File: config.mk
export PLATFORM = sky130hd
export DESIGN_NAME = tl_req_alloc
export DESIGN_NICKNAME = d
export VERILOG_FILES = /design/src/rtl/tl2chi_pkg.sv /design/src/rtl/tl_alloc_pick.sv /design/src/rtl/tl_req_alloc.sv
export SDC_FILE = /design/constraint.sdc
export NUM_CORES = 1
export LEC_CHECK = 0
export ABC_AREA = 1
export BUFFER_PORTS_ARGS = -buffer_cell sky130_fd_sc_hd__buf_2
export CAP_MARGIN = 20
export CORE_UTILIZATION = 60
export DETAILED_ROUTE_END_ITERATION = 10
export PLACE_DENSITY_LB_ADDON = 0.2
export SYNTH_ARGS = -nofsm -noshare
export SYNTH_HDL_FRONTEND = slang
export SYNTH_SLANG_ARGS = --single-unit
File: constraint.sdc
create_clock -name clk -period 4.9 [get_ports clk]
set_clock_uncertainty 0.2 [all_clocks]
set_input_delay 0.735 -clock clk [delete_from_list [all_inputs] [get_ports clk]]
set_output_delay 0.735 -clock clk [all_outputs]
set_load 0.01 [all_outputs]
File: src/rtl/tl2chi_pkg.sv
// Shared TileLink-to-CHI definitions: opcodes, entry id type, burst states.
package tl2chi_pkg;

  localparam logic [2:0] TL_A_ACQUIREBLOCK = 3'd6;
  localparam logic [2:0] TL_A_ACQUIREPERM  = 3'd7;
  localparam logic [2:0] TL_C_RELEASE      = 3'd6;
  localparam logic [2:0] TL_C_RELEASEDATA  = 3'd7;

  // Widest entry index any configuration may use (up to 256 entries).
  localparam int TL2CHI_MAX_ENTRIES = 256;
  localparam int ENT_ID_W           = $clog2(TL2CHI_MAX_ENTRIES);

  typedef logic [ENT_ID_W-1:0] ent_id_t;

  typedef enum logic {
    BURST_IDLE,
    BURST_CBURST
  } burst_state_t;

  function automatic logic a_opcode_ok(input logic [2:0] op);
    return (op == TL_A_ACQUIREBLOCK) || (op == TL_A_ACQUIREPERM);
  endfunction

  function automatic logic c_opcode_ok(input logic [2:0] op);
    return (op == TL_C_RELEASE) || (op == TL_C_RELEASEDATA);
  endfunction

endpackage

File: src/rtl/tl_alloc_pick.sv
// Lowest-index free-entry finder used by the request allocator.
module tl_alloc_pick
  import tl2chi_pkg::*;
#(
  parameter int NUM_ENTRIES = 4
) (
  input  logic [NUM_ENTRIES-1:0] free_vec,
  output logic                   found,
  output ent_id_t                idx
);

  // Scan top-down so the lowest free index is the last one written.
  always_comb begin
    found = 1'b0;
    idx   = '0;
    for (int i = NUM_ENTRIES - 1; i >= 0; i--) begin
      if (free_vec[i]) begin
        found = 1'b1;
        idx   = ent_id_t'(i);
      end
    end
  end

endmodule

File: src/rtl/tl_req_alloc.sv
// Entry allocator: picks a free tracker entry for TileLink A/C requests,
// blocks same-line conflicts and steers ReleaseData beats to their owner.
module tl_req_alloc
  import tl2chi_pkg::*;
#(
  parameter int NUM_ENTRIES = 4,
  parameter int ADDR_W      = 32,
  parameter int LINE_OFS    = 6,
  parameter int DATA_BEATS  = 2
) (
  input  logic                                              clk,
  input  logic                                              reset,
  input  logic                                              a_valid,
  output logic                                              a_ready,
  input  logic [2:0]                                        a_opcode,
  input  logic [ADDR_W-1:0]                                 a_addr,
  input  logic                                              c_valid,
  output logic                                              c_ready,
  input  logic [2:0]                                        c_opcode,
  input  logic [ADDR_W-1:0]                                 c_addr,
  input  logic [NUM_ENTRIES-1:0]                            ent_req_ready,
  output logic [NUM_ENTRIES-1:0]                            ent_acquireperm_valid,
  output logic [NUM_ENTRIES-1:0]                            ent_acquireblock_valid,
  output logic [NUM_ENTRIES-1:0]                            ent_release_valid,
  output logic [NUM_ENTRIES-1:0]                            ent_releasedata_valid,
  output logic                                              alloc_valid,
  output logic [$clog2(NUM_ENTRIES)-1:0]                    alloc_id,
  output logic                                              alloc_is_c,
  output logic                                              cdata_valid,
  output logic [$clog2(NUM_ENTRIES)-1:0]                    cdata_id,
  output logic [((DATA_BEATS > 1) ? $clog2(DATA_BEATS) : 1)-1:0] cdata_beat,
  output logic                                              err_opcode
);

  localparam int ID_W   = $clog2(NUM_ENTRIES);
  localparam int BEAT_W = (DATA_BEATS > 1) ? $clog2(DATA_BEATS) : 1;
  localparam int LINE_W = ADDR_W - LINE_OFS;

  logic [NUM_ENTRIES-1:0] busy_q, busy_d;
  logic [LINE_W-1:0]      line_q [NUM_ENTRIES];
  logic [LINE_W-1:0]      line_d [NUM_ENTRIES];
  burst_state_t           state_q, state_d;
  logic [BEAT_W-1:0]      beat_q, beat_d;
  ent_id_t                owner_q, owner_d;

  logic [LINE_W-1:0]      a_line, c_line;
  logic [NUM_ENTRIES-1:0] free_vec, a_hit, c_hit;
  logic                   free_found;
  ent_id_t                free_idx;
  logic [ID_W-1:0]        free_id;
  logic                   c_win, c_bad, a_win, a_bad;

  assign a_line  = a_addr[ADDR_W-1:LINE_OFS];
  assign c_line  = c_addr[ADDR_W-1:LINE_OFS];
  assign free_id = ID_W'(free_idx);

  // An entry is free only when idle and its tracker is ready; a retiring
  // entry is still busy this cycle, so it is neither free nor conflict-free.
  always_comb begin
    free_vec = '0;
    a_hit    = '0;
    c_hit    = '0;
    for (int i = 0; i < NUM_ENTRIES; i++) begin
      free_vec[i] = !busy_q[i] && ent_req_ready[i];
      a_hit[i]    = busy_q[i] && (line_q[i] == a_line);
      c_hit[i]    = busy_q[i] && (line_q[i] == c_line);
    end
  end

  tl_alloc_pick #(
    .NUM_ENTRIES (NUM_ENTRIES)
  ) u_pick (
    .free_vec (free_vec),
    .found    (free_found),
    .idx      (free_idx)
  );

  // Arbitration, dispatch strobes and burst next-state; C beats A so releases drain.
  always_comb begin
    a_ready                = 1'b0;
    c_ready                = 1'b0;
    alloc_valid            = 1'b0;
    alloc_id               = '0;
    alloc_is_c             = 1'b0;
    cdata_valid            = 1'b0;
    cdata_id               = '0;
    cdata_beat             = '0;
    err_opcode             = 1'b0;
    ent_acquireperm_valid  = '0;
    ent_acquireblock_valid = '0;
    ent_release_valid      = '0;
    ent_releasedata_valid  = '0;
    c_win                  = 1'b0;
    c_bad                  = 1'b0;
    a_win                  = 1'b0;
    a_bad                  = 1'b0;
    state_d                = state_q;
    beat_d                 = beat_q;
    owner_d                = owner_q;
    if (!reset) begin
      if (state_q == BURST_CBURST) begin
        c_ready     = c_valid;
        cdata_valid = c_valid;
        cdata_id    = ID_W'(owner_q);
        cdata_beat  = beat_q;
        if (c_valid) begin
          if (beat_q == BEAT_W'(DATA_BEATS - 1)) begin
            state_d = BURST_IDLE;
            beat_d  = '0;
          end else begin
            beat_d = beat_q + 1'b1;
          end
        end
      end else begin
        c_bad = c_valid && !c_opcode_ok(c_opcode);
        c_win = c_valid && c_opcode_ok(c_opcode) && free_found && !(|c_hit);
        a_bad = !c_win && !c_bad && a_valid && !a_opcode_ok(a_opcode);
        a_win = !c_win && !c_bad && a_valid && a_opcode_ok(a_opcode) &&
                free_found && !(|a_hit);
        c_ready    = c_win || c_bad;
        a_ready    = a_win || a_bad;
        err_opcode = c_bad || a_bad;
        if (c_win) begin
          alloc_valid = 1'b1;
          alloc_id    = free_id;
          alloc_is_c  = 1'b1;
          if (c_opcode == TL_C_RELEASE) begin
            ent_release_valid[free_id] = 1'b1;
          end else begin
            ent_releasedata_valid[free_id] = 1'b1;
            cdata_valid = 1'b1;
            cdata_id    = free_id;
            if (DATA_BEATS > 1) begin
              state_d = BURST_CBURST;
              owner_d = free_idx;
              beat_d  = BEAT_W'(1);
            end
          end
        end else if (a_win) begin
          alloc_valid = 1'b1;
          alloc_id    = free_id;
          if (a_opcode == TL_A_ACQUIREBLOCK) begin
            ent_acquireblock_valid[free_id] = 1'b1;
          end else begin
            ent_acquireperm_valid[free_id] = 1'b1;
          end
        end
      end
    end
  end

  // Retire entries whose tracker signals done, then claim the dispatched entry.
  always_comb begin
    busy_d = busy_q & ~ent_req_ready;
    for (int i = 0; i < NUM_ENTRIES; i++) begin
      line_d[i] = line_q[i];
    end
    if (alloc_valid) begin
      busy_d[alloc_id] = 1'b1;
      line_d[alloc_id] = alloc_is_c ? c_line : a_line;
    end
  end

  // Burst FSM, beat counter, owner and busy bits.
  always_ff @(posedge clk) begin
    if (reset) begin
      state_q <= BURST_IDLE;
      beat_q  <= '0;
      owner_q <= '0;
      busy_q  <= '0;
    end else begin
      state_q <= state_d;
      beat_q  <= beat_d;
      owner_q <= owner_d;
      busy_q  <= busy_d;
    end
  end

  // Line addresses are only meaningful while busy, so they need no reset.
  always_ff @(posedge clk) begin
    for (int i = 0; i < NUM_ENTRIES; i++) begin
      line_q[i] <= line_d[i];
    end
  end

endmodule

==> results of run 1 <==
## cells by family after synthesis
group / count (synthesis)
AOI/OAI and AO/OA: 90
xor gates and xnor gates: 43
buffers and inverters: 194
DFF: 112
and+or+nand+nor: 646
## Yosys cell counts (2+ instances only)
cell type	n
or2_0	4
buf_6	2
nor2_4	2
o211ai_1	3
dfxtp_1	8
nand2_1	451
o21ai_1	27
o21ai_0	45
xor2_1	7
nor3_1	4
clkbuf_2	6
xnor2_1	36
edfxtp_1	104
nand3_4	2
nand3_1	25
a21oi_1	8
nand2_2	3
inv_2	19
nor2_1	127
nand4_1	21
o22ai_1	2
a21oi_2	3
buf_2	5
inv_1	159
## area by class of cell
cell class | instances | area [um^2]
fillers | 1051 | 3700
multi-input cells | 779 | 3470
flip-flops and latches | 112 | 3280
inverters | 180 | 678
repair buffers | 96 | 503
clock buffers | 10 | 229
well taps | 168 | 210
clock inverters | 6 | 43.8
## layout by cell type (no fill, tap or decap), drive strengths merged, types with 8 or more instances in the layout
cell	count
nand2	456
buf	96
inv	181
o21ai	72
edfxtp	104
clkbuf	10
nand4	21
xnor2	36
nand3	28
a21oi	11
nor2	130
dfxtp	8
## per-stage QoR
stage                     power, uW  worst slack, ns  instance area (um^2)
after floorplan                1260             1.87                  7510
after global placement         1380             1.12                  8140
after detailed placement       1380             1.10                  8140
after CTS                      2060             1.06                  8420
after global routing           2130            0.867                  8420
final                          2080            0.969                  8420
## worst max-delay path by stage
stage                     startpoint                      end  slack, ns  cells past startpoint
after CTS                  c_addr[6]     ent_release_valid[0]       1.06                     16
final                      c_addr[6]     ent_release_valid[0]       0.97                     16
after global routing       c_addr[6]     ent_release_valid[0]       0.87                     16
after floorplan                reset   line_q[1][0]$_DFFE_PP_       1.87                     10
after detailed placement   c_addr[6]  line_q[3][14]$_DFFE_PP_       1.10                     16
after global placement     c_addr[6]  line_q[3][14]$_DFFE_PP_       1.12                     16
## flip-flops by register name, summed over array words and instances (netlist names)
name     flops
line_q     104
busy_q       4
owner_q      2
beat_q       1
state_q      1
## worst max-delay path, cell delays in order
cell	delay [ns]
buf_2	0.15
inv_2	0.08
o21ai_0	0.40
nor2_1	0.11
nand2_1	0.08
nor2_1	0.04
nand2_1	0.10
nor2_1	0.06
nor2_2	0.13
nand3_4	0.15
inv_4	0.13
nand2_8	0.24
inv_2	0.20
nand3_1	0.13
nor2_1	0.11
buf_2	0.13
## power breakdown
part / internal (uW) / switching, uW / total (uW) / leakage [uW]
registers: 1060 / 10.5 / 1070 / 0.00100
clock network: 348 / 353 / 701 / 0.000130
logic: 90.3 / 213 / 304 / 0.00302
total: 1500 / 577 / 2080 / 0.00415
## per-layer routing
layer	part of all wire (%)	global-route usage (%)
met2	44	64.6
met5	0	0
met1	41	58.9
met3	11	8.34
met4	4.0	18.4
==> metrics.yaml, run 1 <==
logic_synthesis:
  syn_area_mm2: 0.00751
  ys_async_sr_fraction_pct: 0
  synthMuxAreaShare_pct: 0
  ys_types: 36
  synth_top_family_by_area: "simple AND/OR/NAND/NOR gates"
  synth-seq-cells: 112
  ys.flop_type: "edfxtp_1"
  synth_area_per_cell_um2: 6.93
  yosysTopAreaCellShare_pct: 41.6
  ys_top_cells_by_area: "edfxtp_1 (42%), nand2_1 (23%), inv_1 (7.9%)"
  synthAdderAreaFrac_pct: 0
  synth_edf_count: 104
  synth-xor-area-share_pct: 5.01
  yosysTopAreaCell: "edfxtp_1"
  synth_warnings: 0
  synth_simple_gate_area_share_pct: 34.8
  synth_compound_area_share_pct: 6.36
  syn_nets: 1163
  netlist_instances: 1085
  ys_seq_area_share_pct: 43.7
setup_path:
  crit_type: "in -> out"
  endpoint_kind: "primary output"
  critPathArrivalTime_ns: 3.00
  r2r-end: "line_q[3][19]$_DFFE_PP_"
  r2r_start: "line_q[3][0]$_DFFE_PP_"
  cp_data_required_time_ns: 3.96
  rr_worst_depth: 14
  path_max_fanout: 54
  worstSetupStartpointType: "input port"
  rrSetupSlack_ns: 1.43
route:
  postRouteAntennaNets: 0
  finalWirelength_um: 26400
  firstDrtPassIters: 6
  drc_errors: 0
  first_iter_violations: 993
  via_count: 7479
  wl_per_cell_um: 19.6
  via_per_inst: 5.54
timing:
  max-slew-margin-rel_pct: 57.1
  hold_viol: 0
  finalCritPeriodShare_pct: 80.2
  worstMarginPinSlew_ns: 0.637
  report.final.slew_viol_count: 0
  fin_crit_ns: 3.93
  max_freq_mhz: 254
  fin_setup_tns_ns: 0
  setup_viol: 0
  hold_ws_ns: 0.276
  grt_setup_unrepaired: "false"
min_path:
  holdPathStages: 2
  min-delay-start: "owner_q[1]$_SDFFE_PP0P_"
  min_delay_worst_endpoint: "owner_q[1]$_SDFFE_PP0P_"
  hold_path.class: "reg -> reg"
placement:
  placedCellCount: 1335
  hpwl_um: 21100
  gp_congestion: 1.05
  portBuffers: 92
cts:
  cts_resized: 0
  root_buffer: "clkbuf_16"
  postCtsHoldBufs: 0
  cts_sinks: 112
  clk_latency_ns: 0.37
  htree_num_levels: 3
  path_clk_slew_ns: 0.07
  clock_path_buffers: 2
  numCtsBuffers: 9
  postCtsSetupRepairBufs: 0
  cts_tree: "done"
cells_and_area:
  fin_util_pct: 69.5
  drive_above_1_share_pct: 12.2
  final_nets: 1256
  syn_to_final_growth_pct: 12.0
  num_antenna_cells: 0
  fin_cells: 1351
floorplanning:
  die_area_mm2: 0.0130
  initial_core_util_pct: 62.0
  coreArea_mm2: 0.0121
  io_pins: 105
  rows: 40
  die-width_um: 114
  die_y_um: 114
grt:
  overflow: 0
  grt_pass1_wl_um: 38900
  first_global_vias: 6697
  grt_usage_pct: 42.3
  antenna_found_initial: 0
  grt_max_degree: 55
power:
  power.leakage_uw: 0.00415
  ir_worst_vdd_mv: 0.225
  powerDensity_mw_per_mm2: 247
run_status:
  status: "complete, no violations"
job:
  drv_cap: 0
Note: power is estimated with default switching activity, not from simulation.
==> inputs of run 2 (changes only) <==
- CORE_UTILIZATION: 60 -> 59
- clock period: 4.9 -> 3.8 ns (I/O delays scaled with it)
==> run 2 against run 1 <==
Compared with the run above:
- count of clock-buffer cells in the layout shrank 1
- combinational power grew 29%
- first-iteration DRC count grew 3.5%
- power grew 32%
- cell area grew 0.85%
- register-to-register slack lost 0.53 ns
- worst hold slack lost 0.0035 ns
- sequential cell count is the same
- via count grew 0.33%
- sequential power grew 29%
- die area grew 1.7%
- highest routed layer unchanged
==> metrics.yaml, run 2 (synthesized netlist as in run 1, its figures left out) <==
cells_and_area:
  seq_area_mm2: 0.00328  # unchanged
  num_antenna_cells: 0  # unchanged
  drive_above_1_share_pct: 12.6  # +0.39 points
  final_nets: 1259  # +0.24%
  largest-register: "line_q"
  multi_input_area_mm2: 0.00347  # unchanged
  largest_reg_flops: 104  # unchanged
  fillCellCount: 1090  # +3.7%
  syn_to_final_growth_pct: 12.9
  fin_cells: 1354  # +0.22%
  reg.largest.list: "line_q (104), busy_q (4), owner_q (2)"
  final_cell_mix: "nand2_1 (451), inv_1 (159), nor2_1 (127), edfxtp_1 (104), buf_2 (92)"
  final_common_cell: "nand2_1"
timing:
  report.final.slew_viol_count: 0  # unchanged
  worstMarginPinSlew_ns: 0.602  # -0.0344 ns
  grt_setup_unrepaired: "false"
  fin_setup_tns_ns: 0  # unchanged
  fin_crit_ns: 3.39
  max_freq_mhz: 295
  hold_viol: 0  # unchanged
  max-slew-margin-rel_pct: 59.4  # +2.3 points
  finalCritPeriodShare_pct: 89.3
  layout_setup_ws_ns: 0.406  # -0.563 ns
  setup_viol: 0  # unchanged
  hold_ws_ns: 0.273  # -0.00351 ns
setup_path:
  r2r-end: "line_q[1][14]$_DFFE_PP_"
  path_max_fanout: 23  # -57%
  rrSetupSlack_ns: 0.90  # -0.53 ns
  critPathArrivalTime_ns: 2.62  # -0.38 ns
  cp_data_required_time_ns: 3.03  # -0.93 ns
  endpoint_kind: "primary output"
  worstSetupStartpointType: "input port"
  crit_type: "in -> out"
  crit_start: "c_addr[6]"
  worstSetupEndpoint: "ent_release_valid[2]"
  rr_worst_depth: 13  # -1
  r2r_start: "line_q[2][5]$_DFFE_PP_"
route:
  first_iter_violations: 1028  # +3.5%
  via_per_inst: 5.54  # +0.11%
  firstDrtPassIters: 5  # -1
  wl_per_cell_um: 19.4  # -1.1%
  finalWirelength_um: 26200  # -0.87%
  drc_errors: 0  # unchanged
  postRouteAntennaNets: 0  # unchanged
  via_count: 7504  # +0.33%
floorplanning:
  io_pins: 105  # unchanged
  die_y_um: 115  # +0.83%
  initial_core_util_pct: 61.5  # -0.51 points
  die-width_um: 115  # +0.83%
  coreArea_mm2: 0.0122  # +0.83%
  rows: 40  # unchanged
  die_area_mm2: 0.0132  # +1.7%
cts:
  htree_num_levels: 3  # unchanged
  postCtsHoldBufs: 0  # unchanged
  root_buffer: "clkbuf_16"
  clock_path_buffers: 2  # unchanged
  numCtsBuffers: 9  # unchanged
  path_clk_slew_ns: 0.07  # about the same
  cts_tree: "done"
  cts_sinks: 112  # unchanged
  postCtsSetupRepairBufs: 0  # unchanged
  cts_resized: 0  # unchanged
  clk_latency_ns: 0.37  # about the same
power:
  p_sw_share_pct: 27.1  # -0.65 points
  powerDensity_mw_per_mm2: 323  # +31%
  power.leakage_uw: 0.00418  # +0.71%
  clock_power_share_pct: 35.3  # +1.5 points
  switchingPower_uw: 744  # +29%
  p_int_uw: 2000  # +33%
  power_uw: 2740  # +32%
  power_frac_comb_pct: 14.3  # -0.3 points
  p_seq_share_pct: 50.4  # -1.2 points
  ir_worst_vdd_mv: 0.334  # +49%
min_path:
  hold_path.class: "in -> reg"
grt:
  first_global_vias: 6374  # -4.8%
  overflow: 0  # unchanged
  grt_max_degree: 33  # -40%
  grt_usage_pct: 40.6  # -1.7 points
  grt_pass1_wl_um: 37400  # -4.0%
  antenna_found_initial: 0  # unchanged
placement:
  portBuffers: 92  # unchanged
  placedCellCount: 1338  # +0.22%
  hpwl_um: 20900  # -0.87%
  gp_congestion: 1.09  # +3.9%
  dp_slack_ns: 0.485  # -0.613 ns
run_status:
  status: "complete, no violations"
job:
  drv_cap: 0  # unchanged
[run 2: critical path, stage by stage]
cell and delay, ns:
buf_2 0.18, inv_2 0.10, o21ai_0 0.36, nor2_1 0.10, nand2_1 0.07, nor2_1 0.04, nand2_1 0.11, nor2_1 0.06
nor2_2 0.12, nand3_4 0.13, inv_4 0.12, nand2_8 0.13, inv_2 0.14, nand3_1 0.13, nor2_1 0.11, buf_2 0.13
[run 2: worst min path at each step]
stage	startpoint	to	slack, ns	depth (start not counted)
2_1_floorplan	owner_q[0]$_SDFFE_PP0P_	owner_q[0]$_SDFFE_PP0P_	0.25	2
3_3_place_gp	owner_q[0]$_SDFFE_PP0P_	owner_q[0]$_SDFFE_PP0P_	0.26	2
3_5_place_dp	owner_q[1]$_SDFFE_PP0P_	owner_q[1]$_SDFFE_PP0P_	0.27	2
4_1_cts	ent_req_ready[2]	busy_q[2]$_SDFF_PP0_	0.27	4
5_1_grt	ent_req_ready[2]	busy_q[2]$_SDFF_PP0_	0.28	4
6_report	ent_req_ready[2]	busy_q[2]$_SDFF_PP0_	0.27	4
[run 2: layer usage]
metal  vias up  part of all wire (%)  global-route usage [%]
li1       3556                     -                       -
met1      3363                    40                    57.5
met2       516                    43                    59.7
met3        69                    12                    7.27
met4         0                   5.1                    21.2
met5         -                     0                       0
[run 2: stage by stage]
| step | instance area, um^2 | util, % |
|---|---|---|
| finish | 8490 | 69.5 |
| global route | 8490 | 69.5 |
| CTS | 8490 | 69.5 |
| detailed placement | 8190 | 67.1 |
| global placement | 8190 | 67.1 |
| floorplan | 7510 | - |
[run 2: layout make-up]
class | count | share of cell area [%]
well taps | 168 | 2.48
clock buffers | 9 | 2.65
flip-flops and latches | 112 | 38.7
multi-input cells | 779 | 40.9
clock inverters | 7 | 0.840
inverters | 180 | 7.99
repair buffers | 99 | 6.49
[run 2: power groups by stage]
stage	Clock, uW	Combinational, uW	Sequential [uW]
final	967	393	1380
after global routing	1010	423	1380
after global placement	0	372	1410
after detailed placement	0	379	1410
after floorplan	0	220	1400
after CTS	967	380	1380
==> inputs of run 3 (changes only) <==
- CORE_UTILIZATION: 59 -> 60
- CTS_BUF_LIST: not set -> sky130_fd_sc_hd__clkbuf_4 sky130_fd_sc_hd__clkbuf_8
==> run 3 against run 2 <==
Compared with the run above:
- first-iteration DRC count increased by 21%
- clock power shrank 13%
- register-to-register slack got worse by 0.05 ns
- via count increased by 0.51%
- count of clock-buffer cells in the layout up 1
- combinational power hardly changed
- sequential cell count did not move
- final cell count unchanged
- critical endpoint is now ent_release_valid[1]
==> metrics.yaml, run 3 (synthesized netlist as in run 1, its figures left out) <==
run_status:
  status: "complete, no violations"
timing:
  grt_setup_unrepaired: "false"
  max_freq_mhz: 290  # -1.6%
  setup_viol: 0  # unchanged
  report.final.slew_viol_count: 0  # unchanged
  fin_setup_tns_ns: 0  # unchanged
  hold_viol: 0  # unchanged
  fin_crit_ns: 3.45  # +0.0560 ns
  finalCritPeriodShare_pct: 90.8  # +1.5 points
  hold_ws_ns: 0.259  # -0.0134 ns
  layout_setup_ws_ns: 0.351  # -0.0560 ns
  max-slew-margin-rel_pct: 60.1  # +0.70 points
  worstMarginPinSlew_ns: 0.592  # -0.0104 ns
setup_path:
  crit_type: "reg -> out"
  path_max_fanout: 27  # +17%
  endpoint_kind: "primary output"
  r2r-end: "line_q[0][9]$_DFFE_PP_"
  rrSetupSlack_ns: 0.85  # -0.05 ns
  r2r_start: "line_q[2][5]$_DFFE_PP_"
  cp_data_required_time_ns: 3.03  # about the same
  critPathArrivalTime_ns: 2.68  # +0.06 ns
  rr_worst_depth: 13  # unchanged
  worstSetupStartpointType: "flip-flop"
route:
  via_per_inst: 5.57  # +0.51%
  postRouteAntennaNets: 0  # unchanged
  first_iter_violations: 1244  # +21%
  firstDrtPassIters: 7  # +2
  drc_errors: 0  # unchanged
  finalWirelength_um: 26100  # -0.31%
  via_count: 7542  # +0.51%
  wl_per_cell_um: 19.3  # -0.31%
grt:
  grt_pass1_wl_um: 37900  # +1.5%
  grt_max_degree: 29  # -12%
  first_global_vias: 6604  # +3.6%
  grt_usage_pct: 41.4  # +0.72 points
  overflow: 0  # unchanged
  antenna_found_initial: 0  # unchanged
cells_and_area:
  final_common_cell: "nand2_1"
  reg.largest.list: "line_q (104), busy_q (4), owner_q (2)"
  num_antenna_cells: 0  # unchanged
  largest_reg_flops: 104  # unchanged
  largest-register: "line_q"
  final_nets: 1261  # +0.16%
  syn_to_final_growth_pct: 11.9
  drive_above_1_share_pct: 12.6  # +0.084 points
  final_cell_mix: "nand2_1 (451), inv_1 (159), nor2_1 (127), edfxtp_1 (104), buf_2 (92)"
  fin_util_pct: 69.4  # -0.087 points
cts:
  postCtsSetupRepairBufs: 0  # unchanged
  root_buffer: "clkbuf_8"
  postCtsHoldBufs: 0  # unchanged
  cts_sinks: 112  # unchanged
  cts_resized: 0  # unchanged
  path_clk_slew_ns: 0.11  # +0.04 ns
  clock_path_buffers: 2  # unchanged
  clk_latency_ns: 0.41  # +0.04 ns
  htree_num_levels: 3  # unchanged
  cts_tree: "done"
  numCtsBuffers: 9  # unchanged
min_path:
  hold_path.class: "in -> reg"
  min_delay_worst_endpoint: "busy_q[0]$_SDFF_PP0_"
  min-delay-start: "ent_req_ready[0]"
  holdPathStages: 4  # unchanged
floorplanning:
  initial_core_util_pct: 62.0  # +0.51 points
  coreArea_mm2: 0.0121  # -0.82%
  die_area_mm2: 0.0130  # -1.6%
  die-width_um: 114  # -0.82%
  rows: 40  # unchanged
  die_y_um: 114  # -0.82%
  io_pins: 105  # unchanged
placement:
  portBuffers: 92  # unchanged
  gp_congestion: 1.09  # -0.14%
  dp_slack_ns: 0.495  # +0.00935 ns
  hpwl_um: 21100  # +0.84%
job:
  drv_cap: 0  # unchanged
power:
  power.leakage_uw: 0.00416  # -0.44%
  powerDensity_mw_per_mm2: 311  # -3.9%
  ir_worst_vdd_mv: 0.331  # -0.85%
  power_uw: 2610  # -4.8%
==> run 3: changes by cell type in the layout (fill, tap and decap cells not counted), moves of 2 or more <==
| cell | change |
|---|---|
| clkbuf_16 | -9 |
| clkbuf_8 | +9 |
| buf_4 | +4 |
| buf_12 | -2 |
| bufinv_16 | +2 |
| clkinvlp_4 | -2 |
==> run 3: report_power, final <==
| part | switching (uW) | internal [uW] | total [uW] |
|---|---|---|---|
| Combinational | 274 | 118 | 393 |
| Sequential | 13.7 | 1370 | 1380 |
| Clock | 400 | 437 | 837 |
| Total | 688 | 1920 | 2610 |
==> run 3: area by class of cell <==
class / count / area (um^2)
Multi-Input combinational cell: 779 / 3470
Timing Repair Buffer: 101 / 541
Tap cell: 168 / 210
Sequential cell: 112 / 3280
Clock buffer: 10 / 131
Clock inverter: 4 / 95.1
Inverter: 180 / 678
Fill cell: 1054 / 3700
==> run 3: worst max-delay path by stage <==
stage	start	endpoint	slack [ns]	cells past startpoint
6_report	line_q[3][3]$_DFFE_PP_	ent_release_valid[1]	0.35	15
5_1_grt	line_q[3][3]$_DFFE_PP_	ent_release_valid[1]	0.18	15
4_1_cts	line_q[2][16]$_DFFE_PP_	ent_release_valid[1]	0.41	16
3_5_place_dp	c_addr[6]	ent_release_valid[1]	0.49	17
3_3_place_gp	c_addr[19]	ent_release_valid[2]	0.58	17
2_1_floorplan	reset	line_q[1][0]$_DFFE_PP_	0.94	10
==> run 3: critical path, stage by stage (launching register included) <==
cell and delay [ns]:
edfxtp_1 0.41, inv_1 0.08, o21ai_0 0.30, nor2_1 0.07, nand2_1 0.14, nor2_1 0.08
nand2_1 0.10, nor2_1 0.06, nor2_2 0.12, nand3_4 0.13, inv_4 0.12, nand2_8 0.14
inv_2 0.15, nand3_1 0.12, nor2_1 0.10, buf_2 0.14
==> run 3: per-layer routing <==
metal  track usage (%)  vias to the layer above  part of all wire [%]
met5                 0                        -                     0
met4              17.2                        0                   4.3
met3              10.3                       85                    13
met2              63.5                      478                    44
met1              56.1                     3424                    39
li1                  -                     3555                     -
==> run 3: through the flow <==
step / area [um^2] / cells
floorplan: 7510 / 1085
global placement: 8180 / 1340
detailed placement: 8180 / 1340
CTS: 8410 / 1354
global route: 8410 / 1354
finish: 8410 / 1354
